[src/rtl/pc_redirect_pkg.sv]
// pc_redirect_pkg: shared types and the immediate-to-word-offset helper for the PC redirect unit.
package pc_redirect_pkg;
  typedef enum logic {eRUN, eHOLD} state_e;
  typedef enum logic [1:0] {eNONE, eBRANCH, eJAL, eJALR} cause_e;
  function automatic logic [31:0] word_offset(input logic [31:0] imm, input int w);
    logic [31:0] o;
    o = $unsigned($signed(imm) >>> 2);
    return (w >= 32) ? o : o & ((32'd1 << w) - 32'd1);
  endfunction
endpackage

[src/rtl/pc_redirect_unit_if.sv]
// pc_redirect_unit_if: execute-result, imem request and flush signals of the PC redirect unit.
interface pc_redirect_unit_if #(parameter int imem_addr_width_p = 8);
  logic                         imem_v_o;
  logic [imem_addr_width_p-1:0] imem_addr_o;
  logic                         imem_yumi_i;
  logic                         stall_i;
  logic                         exe_v_i;
  logic [imem_addr_width_p-1:0] exe_pc_i;
  logic                         exe_is_branch_i;
  logic                         exe_is_jal_i;
  logic                         exe_is_jalr_i;
  logic [12:0]                  exe_br_imm_i;
  logic [20:0]                  exe_jal_imm_i;
  logic                         jump_now_i;
  logic [imem_addr_width_p-1:0] jalr_addr_i;
  logic                         flush_o;
  logic [31:0]                  redirect_cnt_o;
  modport slave (
    output imem_v_o, imem_addr_o, flush_o, redirect_cnt_o,
    input  imem_yumi_i, stall_i, exe_v_i, exe_pc_i, exe_is_branch_i, exe_is_jal_i,
           exe_is_jalr_i, exe_br_imm_i, exe_jal_imm_i, jump_now_i, jalr_addr_i
  );
  modport master (
    input  imem_v_o, imem_addr_o, flush_o, redirect_cnt_o,
    output imem_yumi_i, stall_i, exe_v_i, exe_pc_i, exe_is_branch_i, exe_is_jal_i,
           exe_is_jalr_i, exe_br_imm_i, exe_jal_imm_i, jump_now_i, jalr_addr_i
  );
endinterface

[src/rtl/pc_redirect_target.sv]
// pc_redirect_target: combinational redirect target (JALR address or PC-relative word offset, wraps mod 2^W).
module pc_redirect_target
  import pc_redirect_pkg::*;
#(
  parameter int imem_addr_width_p = 8
) (
  input  cause_e                       cause,
  input  logic [imem_addr_width_p-1:0] exe_pc,
  input  logic [12:0]                  br_imm,
  input  logic [20:0]                  jal_imm,
  input  logic [imem_addr_width_p-1:0] jalr_addr,
  output logic [imem_addr_width_p-1:0] target
);
  logic [imem_addr_width_p-1:0] off;
  always_comb begin
    off = (cause == eJAL) ? imem_addr_width_p'(word_offset(32'(signed'(jal_imm)), imem_addr_width_p))
                          : imem_addr_width_p'(word_offset(32'(signed'(br_imm)), imem_addr_width_p));
    target = (cause == eJALR) ? jalr_addr : exe_pc + off;
  end
endmodule

[src/rtl/pc_redirect_unit.sv]
// pc_redirect_unit: fetch PC owner with 0-cycle redirect and flush; PC_REDIRECT_COUNT_EN enables the redirect counter.
module pc_redirect_unit
  import pc_redirect_pkg::*;
#(
  parameter int imem_addr_width_p = 8,
  parameter int pc_init_p         = 0
) (
  input logic clk_i,
  input logic reset_i,
  pc_redirect_unit_if.slave bus
);
  localparam int W = imem_addr_width_p;
  state_e         state;
  cause_e         cause;
  logic           redirect;
  logic [W-1:0]   pc, held, target;
  pc_redirect_target #(.imem_addr_width_p(W)) u_target (
    .cause     (cause),
    .exe_pc    (bus.exe_pc_i),
    .br_imm    (bus.exe_br_imm_i),
    .jal_imm   (bus.exe_jal_imm_i),
    .jalr_addr (bus.jalr_addr_i),
    .target    (target)
  );
  always_comb begin
    cause = bus.exe_is_jalr_i ? eJALR :
            bus.exe_is_jal_i  ? eJAL  :
            (bus.exe_is_branch_i & bus.jump_now_i) ? eBRANCH : eNONE;
    redirect = ~reset_i & bus.exe_v_i & ~bus.stall_i & (cause != eNONE);
    bus.flush_o = redirect;
    bus.imem_v_o = ~reset_i;
    bus.imem_addr_o = redirect ? target : (state == eHOLD) ? held : pc;
  end
  // An unaccepted redirect parks its target in held until imem takes it or a younger redirect replaces it.
  always_ff @(posedge clk_i) begin
    if (reset_i) begin
      pc    <= W'(pc_init_p);
      held  <= '0;
      state <= eRUN;
    end else if (redirect) begin
      if (bus.imem_yumi_i) begin
        pc    <= target + W'(1);
        state <= eRUN;
      end else begin
        held  <= target;
        state <= eHOLD;
      end
    end else if (state == eHOLD) begin
      if (bus.imem_yumi_i) begin
        pc    <= held + W'(1);
        state <= eRUN;
      end
    end else if (bus.imem_yumi_i) begin
      pc <= pc + W'(1);
    end
  end
`ifdef PC_REDIRECT_COUNT_EN
  logic [31:0] cnt;
  always_ff @(posedge clk_i) begin
    if (reset_i) cnt <= '0;
    else if (bus.flush_o && cnt != '1) cnt <= cnt + 32'd1;
  end
  assign bus.redirect_cnt_o = cnt;
`else
  assign bus.redirect_cnt_o = 32'd0;
`endif
  a_one_kind: assert property (@(posedge clk_i) disable iff (reset_i)
    bus.exe_v_i |-> $onehot0({bus.exe_is_branch_i, bus.exe_is_jal_i, bus.exe_is_jalr_i}));
endmodule

[src/flat_wrapper.sv]
// flat-port wrapper written by rule: the top's interface ports become plain ports
module pc_redirect_unit_flat import pc_redirect_pkg::*;
#(
  parameter int imem_addr_width_p = 8,
  parameter int pc_init_p         = 0
)
  (clk_i, reset_i, bus_imem_v_o, bus_imem_addr_o, bus_flush_o, bus_redirect_cnt_o, bus_imem_yumi_i, bus_stall_i, bus_exe_v_i, bus_exe_pc_i, bus_exe_is_branch_i, bus_exe_is_jal_i, bus_exe_is_jalr_i, bus_exe_br_imm_i, bus_exe_jal_imm_i, bus_jump_now_i, bus_jalr_addr_i);
  pc_redirect_unit_if #(.imem_addr_width_p(imem_addr_width_p)) bus_i ();
  input logic clk_i;
  input logic reset_i;
  output wire logic [$bits(bus_i.imem_v_o)-1:0] bus_imem_v_o;
  output wire logic [$bits(bus_i.imem_addr_o)-1:0] bus_imem_addr_o;
  output wire logic [$bits(bus_i.flush_o)-1:0] bus_flush_o;
  output wire logic [$bits(bus_i.redirect_cnt_o)-1:0] bus_redirect_cnt_o;
  input wire logic [$bits(bus_i.imem_yumi_i)-1:0] bus_imem_yumi_i;
  input wire logic [$bits(bus_i.stall_i)-1:0] bus_stall_i;
  input wire logic [$bits(bus_i.exe_v_i)-1:0] bus_exe_v_i;
  input wire logic [$bits(bus_i.exe_pc_i)-1:0] bus_exe_pc_i;
  input wire logic [$bits(bus_i.exe_is_branch_i)-1:0] bus_exe_is_branch_i;
  input wire logic [$bits(bus_i.exe_is_jal_i)-1:0] bus_exe_is_jal_i;
  input wire logic [$bits(bus_i.exe_is_jalr_i)-1:0] bus_exe_is_jalr_i;
  input wire logic [$bits(bus_i.exe_br_imm_i)-1:0] bus_exe_br_imm_i;
  input wire logic [$bits(bus_i.exe_jal_imm_i)-1:0] bus_exe_jal_imm_i;
  input wire logic [$bits(bus_i.jump_now_i)-1:0] bus_jump_now_i;
  input wire logic [$bits(bus_i.jalr_addr_i)-1:0] bus_jalr_addr_i;
  assign bus_imem_v_o = bus_i.imem_v_o;
  assign bus_imem_addr_o = bus_i.imem_addr_o;
  assign bus_flush_o = bus_i.flush_o;
  assign bus_redirect_cnt_o = bus_i.redirect_cnt_o;
  assign bus_i.imem_yumi_i = bus_imem_yumi_i;
  assign bus_i.stall_i = bus_stall_i;
  assign bus_i.exe_v_i = bus_exe_v_i;
  assign bus_i.exe_pc_i = bus_exe_pc_i;
  assign bus_i.exe_is_branch_i = bus_exe_is_branch_i;
  assign bus_i.exe_is_jal_i = bus_exe_is_jal_i;
  assign bus_i.exe_is_jalr_i = bus_exe_is_jalr_i;
  assign bus_i.exe_br_imm_i = bus_exe_br_imm_i;
  assign bus_i.exe_jal_imm_i = bus_exe_jal_imm_i;
  assign bus_i.jump_now_i = bus_jump_now_i;
  assign bus_i.jalr_addr_i = bus_jalr_addr_i;
  pc_redirect_unit #(.imem_addr_width_p(imem_addr_width_p), .pc_init_p(pc_init_p)) u_core (.clk_i(clk_i), .reset_i(reset_i), .bus(bus_i));
endmodule
[config.mk]
export PLATFORM = sky130hd
export DESIGN_NAME = pc_redirect_unit_flat
export DESIGN_NICKNAME = d
export VERILOG_FILES = /design/src/rtl/pc_redirect_pkg.sv /design/src/rtl/pc_redirect_unit_if.sv /design/src/rtl/pc_redirect_target.sv /design/src/rtl/pc_redirect_unit.sv /design/src/flat_wrapper.sv
export SDC_FILE = /design/constraint.sdc
export NUM_CORES = 1
export LEC_CHECK = 0
export CAP_MARGIN = 20
export CORE_MARGIN = 4
export CORE_UTILIZATION = 35
export DETAILED_ROUTE_END_ITERATION = 10
export PLACE_DENSITY = 0.77
export REMOVE_ABC_BUFFERS = 1
export SLEW_MARGIN = 10
export SYNTH_ARGS = -nofsm -noshare
export SYNTH_HDL_FRONTEND = slang
export SYNTH_SLANG_ARGS = --single-unit
[constraint.sdc]
create_clock -name clk_i -period 3.6 [get_ports clk_i]
set_input_delay 0.72 -clock clk_i [delete_from_list [all_inputs] [get_ports clk_i]]
set_output_delay 0.72 -clock clk_i [all_outputs]
set_load 0.03 [all_outputs]
==> results of run 1 <==
==> repair_timing <==
action                                  CTS  global route
gates resized for setup                  49            12
hold endpoints to repair                  0             0
pin swaps                                15            12
buffers inserted                          5             0
endpoints found under the setup margin   11             7
==> cells in the final DEF, fill, tap and decap left out, types with 6 or more instances in the layout <==
cell type / count
a211oi_1: 11
a21oi_1: 6
buf_4: 37
clkdlybuf4s50_1: 35
conb_1: 32
dfxtp_1: 17
ha_4: 7
mux2_4: 7
mux2i_1: 13
nand2_1: 10
nor2_1: 27
o21ai_0: 6
xnor2_1: 6
==> state kept, by name, indices dropped and copies added, names as in the netlist <==
register,count
u_core.held,8
u_core.pc,8
u_core.state,1
==> final timing paths <==
path	from	endpoint	slack (ns)	cells after the start
hold reg to reg	u_core.held[7]	u_core.held[7]	0.47	2
setup / recovery	bus_exe_is_jalr_i	bus_imem_addr_o[4]	0.03	12
setup reg to reg	u_core.state	u_core.pc[6]	1.31	9
hold / removal	u_core.held[7]	u_core.held[7]	0.47	2
==> cell families after synthesis <==
logic type,share of synthesized area
simple gates,0.206
compound gates,0.179
other cells,0.00207
flops,0.188
xor+xnor,0.0483
fa+ha+maj,0.0662
buf+inv,0.187
mux,0.123
==> metal layers <==
| layer | track usage | vias to the layer above |
|---|---|---|
| li1 | - | 881 |
| met1 | 0.171 | 831 |
| met2 | 0.299 | 64 |
| met3 | 0.0350 | 13 |
| met4 | 0.0389 | 0 |
| met5 | 0 | - |
==> final cells by class <==
| cell class | count | area [sq um] |
|---|---|---|
| well taps | 67 | 83.8 |
| inverters | 5 | 18.8 |
| flip-flops and latches | 17 | 340 |
| clock buffers | 3 | 41.3 |
| multi-input cells | 187 | 1500 |
| repair buffers | 86 | 812 |
| fillers | 430 | 2080 |
| clock inverters | 1 | 7.51 |
==> worst register-to-register path: stages, from the launching register on <==
cell      delay (ns)
dfxtp_1         0.72
nor2b_1         0.11
a211oi_1        0.21
a21oi_1         0.09
ha_1            0.23
nor3b_1         0.15
a22oi_1         0.25
nor3_2          0.08
xnor2_1         0.13
a211oi_1        0.23
==> where the power goes <==
part	internal [mW]	switching, mW
sequential	0.197	0.00744
combinational	0.207	0.209
clock	0.0781	0.0708
==> stage by stage <==
step	cells	setup slack, ns	hold WS, ns	power (mW)
after floorplan	209	-0.319	0.430	0.397
after detailed placement	358	-0.649	0.453	0.550
final	366	0.0321	0.474	0.770
after global routing	366	-0.0366	0.486	0.814
after CTS	367	0.00327	0.464	0.754
after global placement	358	-0.635	0.443	0.543
==> results.sh, run 1 <==
export IMPL_drt_total_wl_um=4950
export IMPL_timing_fmax_mhz=280
export IMPL_timing_critical_path_from_type="input port"
export IMPL_gp_congestion=0.792
export IMPL_leakagePower_nw=1.17
export IMPL_final_min_clock_period_ns=3.57
export IMPL_clk_path_buf_depth=2
export IMPL_worst_setup_path_end_kind="output pin"
export IMPL_initial_utilization=0.372
export IMPL_synth_edf_count=0
export IMPL_area_growth_syn_to_layout_pct=54.6
export IMPL_cpMostUsedCell="buf_6"
export IMPL_route_detailed_wl_per_inst_um=13.5
export IMPL_met2_length_um=2580
export IMPL_drive_above_1_share=0.321
export IMPL_port_buffers=50
export IMPL_die_area_sq_um=6400
export IMPL_dr_vias=1789
export IMPL_insertion_delay_ns=0.26
export IMPL_syn_cell_area_sq_um=1810
export IMPL_clock_sinks=17
export IMPL_die_w_um=80.0
export IMPL_synth_cell_type_count=50
export IMPL_fin_tns_setup_ns=0
export IMPL_antenna_diode_count=0
export IMPL_globalRouteTotalUtil=0.156
export IMPL_route_layer_met1_wl_um=1960
export IMPL_core_area_sq_um=4880
export IMPL_number_of_cell_rows=25
export IMPL_crit_buf_inv=5
export IMPL_met3_wire_length_um=312
export IMPL_clk_pin_slew_ns=0.07
export IMPL_crit_arrival_ns=2.85
export IMPL_syn_area_per_cell_sq_um=8.17
export IMPL_number_of_global_route_vias_before_repair=1831
export IMPL_finish_net_count=368
export IMPL_via_per_inst=4.89
export IMPL_half_perimeter_wire_length_after_placement_um=3650
export IMPL_postPlaceCellArea_sq_um=2460
export IMPL_fraction_of_registers_with_async_set_or_reset_after_synthesis=0
export IMPL_synthTopCellsByArea="dfxtp_1 (19%), buf_4 (13%), mux2i_1 (7.2%), a211oi_1 (6.2%), nor2_1 (5.8%)"
export IMPL_worstPathMaxFanout=3
export IMPL_ys_flop_type="dfxtp_1"
export IMPL_worst_ir_drop_vdd_uv=141
export IMPL_cp_slowest_stage_delay_ns=0.41
export IMPL_max_cap_violations=0
export IMPL_grt_ovfl_total=0
export IMPL_timing_final_max_slew_violations=0
export IMPL_drc_errors=0
export IMPL_power_per_cell_area_nw_per_um2=275
export IMPL_cp_top_family="compound AO/OA/AOI/OAI gates"
export IMPL_drt_first_iter_violations=86
export IMPL_dr_max_layer_used="met4"
export IMPL_crit_path_cell_trace="buf_6, nand2b_4, buf_6, mux2_4, fa_2, a21o_1, a211oi_2, o31ai_2, buf_4, a21oi_4, inv_2, buf_12"
export IMPL_final_setup_skew_ns=0.00481
export IMPL_io_pin_count=101
export IMPL_critPathKind="in -> out"
export IMPL_hold_viol_final=0
export IMPL_max_slew_worst_pin_slew_ns=0.648
export IMPL_final_util=0.575
export IMPL_final_setup_viol_count=0
export IMPL_synth_sequential_area_ratio=0.188
export IMPL_cts_inserted_buffers=3
export IMPL_synthesis_yosys_warnings=0
export IMPL_post_synth_top_area_cell="dfxtp_1"
export IMPL_post_route_period_util=0.991
export IMPL_cp_slowest_cell="fa_2"
export IMPL_outcome="finished clean"
export IMPL_worst_endpoint_required_ns=2.88
export IMPL_drt_antenna_violating_nets=0
export IMPL_netlist_top_cells_count="buf_4 (32), nor2_1 (28), dfxtp_1 (17)"
export IMPL_synth_top_area_frac=0.188
export IMPL_clock_tree_htree_level_count=1
export IMPL_postSynthCellCount=222
export IMPL_cts_root_buf="clkbuf_8"
export IMPL_flip_flop_and_latch_count_after_synthesis=17
export IMPL_antenna_found_initial=0
export IMPL_worst_case_headroom_to_the_max_slew_limit=0.566
export IMPL_rsz0062_at_grt="true"
export IMPL_drt_first_pass_iters=4
export IMPL_stdcell_area_sq_um=2800
export IMPL_chipHeight_um=80.0
export IMPL_tritoncts="yes"
export IMPL_min_delay_path_class="reg -> reg"
export IMPL_grt_start_max_net_pins=25
export IMPL_yosys_cell_count_top_type="buf_4"
export IMPL_grt_first_pass_wirelength_um=8070
export IMPL_hold_buffers=0
(Power assumes the default switching activity.)
==> inputs of run 2 (changes only) <==
--- a/config.mk
+++ b/config.mk
@@ -9,7 +9,7 @@
 export CORE_MARGIN = 4
 export CORE_UTILIZATION = 35
 export DETAILED_ROUTE_END_ITERATION = 10
-export PLACE_DENSITY = 0.77
+export PLACE_DENSITY = 0.84
 export REMOVE_ABC_BUFFERS = 1
 export SLEW_MARGIN = 10
 export SYNTH_ARGS = -nofsm -noshare
==> run 2 against run 1 <==
Net effect:
- flip-flop and latch count stayed put
- worst setup slack worse by 0.016 ns
- routed wire length is 11% higher
- die area stayed put
- first-iteration DRC count is 40% higher
- sequential power hardly changed
- sequential share of layout area is 0.14 points lower
- design area is 1.2% higher
- non-clock buffer count is 3 higher
- critical path type unchanged
- highest routed layer unchanged
==> results.sh, run 2 (same netlist as run 1, synthesis figures left out) <==
export IMPL_timing_critical_path_from_type="input port"
export IMPL_worst_ir_drop_vdd_uv=138
export IMPL_timing_final_max_slew_violations=0
export IMPL_worst_setup_path_end_kind="output pin"
export IMPL_drc_errors=0
export IMPL_postPlaceCellArea_sq_um=2480
export IMPL_final_min_clock_period_ns=3.58
export IMPL_finish_net_count=371
export IMPL_number_of_global_route_vias_before_repair=1810
export IMPL_hold_buffers=0
export IMPL_hold_viol_final=0
export IMPL_min_delay_path_class="reg -> reg"
export IMPL_leakagePower_nw=1.18
export IMPL_port_buffers=50
export IMPL_dr_vias=1821
export IMPL_drt_total_wl_um=5510
export IMPL_globalRouteTotalUtil=0.161
export IMPL_die_w_um=80.0
export IMPL_drt_antenna_violating_nets=0
export IMPL_drt_first_pass_iters=4
export IMPL_layout_commonest_cell="buf_4"
export IMPL_half_perimeter_wire_length_after_placement_um=3840
export IMPL_clock_sinks=17
export IMPL_top_regs="u_core.held x8, u_core.pc x8, u_core.state x1"
export IMPL_area_growth_syn_to_layout_pct=56.4
export IMPL_clk_path_buf_depth=2
export IMPL_grt_ovfl_total=0
export IMPL_die_area_sq_um=6400
export IMPL_route_detailed_wl_per_inst_um=14.9
export IMPL_clock_tree_htree_level_count=1
export IMPL_number_of_cell_rows=25
export IMPL_core_area_sq_um=4880
export IMPL_most_common_layout_cells="buf_4 (40), clkdlybuf4s50_1 (37), conb_1 (32)"
export IMPL_timing_fmax_mhz=279
export IMPL_rsz0062_at_grt="true"
export IMPL_power_per_cell_area_nw_per_um2=277
export IMPL_outcome="finished clean"
export IMPL_worstPathMaxFanout=3
export IMPL_final_hold_worst_slack_ns=0.476
export IMPL_clk_pin_slew_ns=0.07
export IMPL_drive_above_1_share=0.331
export IMPL_max_cap_violations=0
export IMPL_worst_endpoint_required_ns=2.88
export IMPL_critPathKind="in -> out"
export IMPL_grt_first_pass_wirelength_um=8260
export IMPL_post_route_period_util=0.995
export IMPL_cts_inserted_buffers=3
export IMPL_io_pin_count=101
export IMPL_drt_first_iter_violations=120
export IMPL_crit_arrival_ns=2.86
export IMPL_cts_root_buf="clkbuf_8"
export IMPL_grt_start_max_net_pins=25
export IMPL_filler_cell_count_in_the_final_layout=406
export IMPL_worst_case_headroom_to_the_max_slew_limit=0.578
export IMPL_initial_utilization=0.372
export IMPL_tritoncts="yes"
export IMPL_via_per_inst=4.93
export IMPL_gp_congestion=0.849
export IMPL_chipHeight_um=80.0
export IMPL_antenna_diode_count=0
export IMPL_stdcell_area_sq_um=2840
export IMPL_antenna_found_initial=0
export IMPL_insertion_delay_ns=0.26
export IMPL_final_setup_viol_count=0
export IMPL_max_slew_worst_pin_slew_ns=0.632
export IMPL_final_setup_skew_ns=0.00210
-- run 2: what timing repair did --
action                                  in CTS  in global routing
endpoints found under the setup margin      11                  5
pin swaps                                   20                 11
gates resized for setup                     54                  8
hold endpoints to repair                     0                  0
setup buffers                                3                  2
-- run 2: area by class of cell --
cell class,instances,area (sq um),area share
clock buffers,3,41.3,0.0146
clock inverters,1,5.00,0.00176
inverters,5,18.8,0.00661
multi-input cells,187,1520,0.535
flip-flops and latches,17,340,0.120
well taps,67,83.8,0.0295
repair buffers,89,830,0.292
-- run 2: routing by layer --
layer / track usage / part of all wire
met1: 0.187 / 0.39
met2: 0.307 / 0.55
met3: 0.0226 / 0.050
met4: 0.0355 / 0.0076
met5: 0 / 0
-- run 2: report_power, final --
part / leakage (nW) / total, mW / switching [mW] / internal, mW
combinational: 1.01 / 0.429 / 0.218 / 0.211
clock: 0.0255 / 0.152 / 0.0752 / 0.0772
sequential: 0.139 / 0.205 / 0.00761 / 0.197
total: 1.18 / 0.786 / 0.300 / 0.486
-- run 2: critical path, cell delays in order --
cell and delay (ns):
buf_6 0.09, nand2b_4 0.16, buf_6 0.13, mux2_4 0.32
fa_2 0.42, a211oi_2 0.28, nor2_1 0.15, o31ai_4 0.31
a21oi_4 0.09, inv_2 0.07, buf_12 0.11
-- run 2: through the flow --
stage           util  TNS (ns)  power (mW)  setup WS, ns  cells
2_1_floorplan      -    -0.899       0.397        -0.319    209
3_3_place_gp   0.509     -4.94       0.548        -0.600    361
3_5_place_dp   0.509     -5.21       0.557        -0.626    361
4_1_cts        0.569         0       0.760        0.0224    367
5_1_grt        0.582    -0.164       0.820       -0.0850    369
6_report       0.582         0       0.786        0.0165    369
-- run 2: worst paths after layout --
kind / cells past startpoint / slack [ns] / from / endpoint
worst max-delay path: 11 / 0.02 / bus_exe_is_jalr_i / bus_imem_addr_o[4]
worst min register to register: 2 / 0.48 / u_core.held[7] / u_core.held[7]
worst max register to register: 9 / 1.36 / u_core.state / u_core.pc[6]
worst min-delay path: 2 / 0.48 / u_core.held[7] / u_core.held[7]
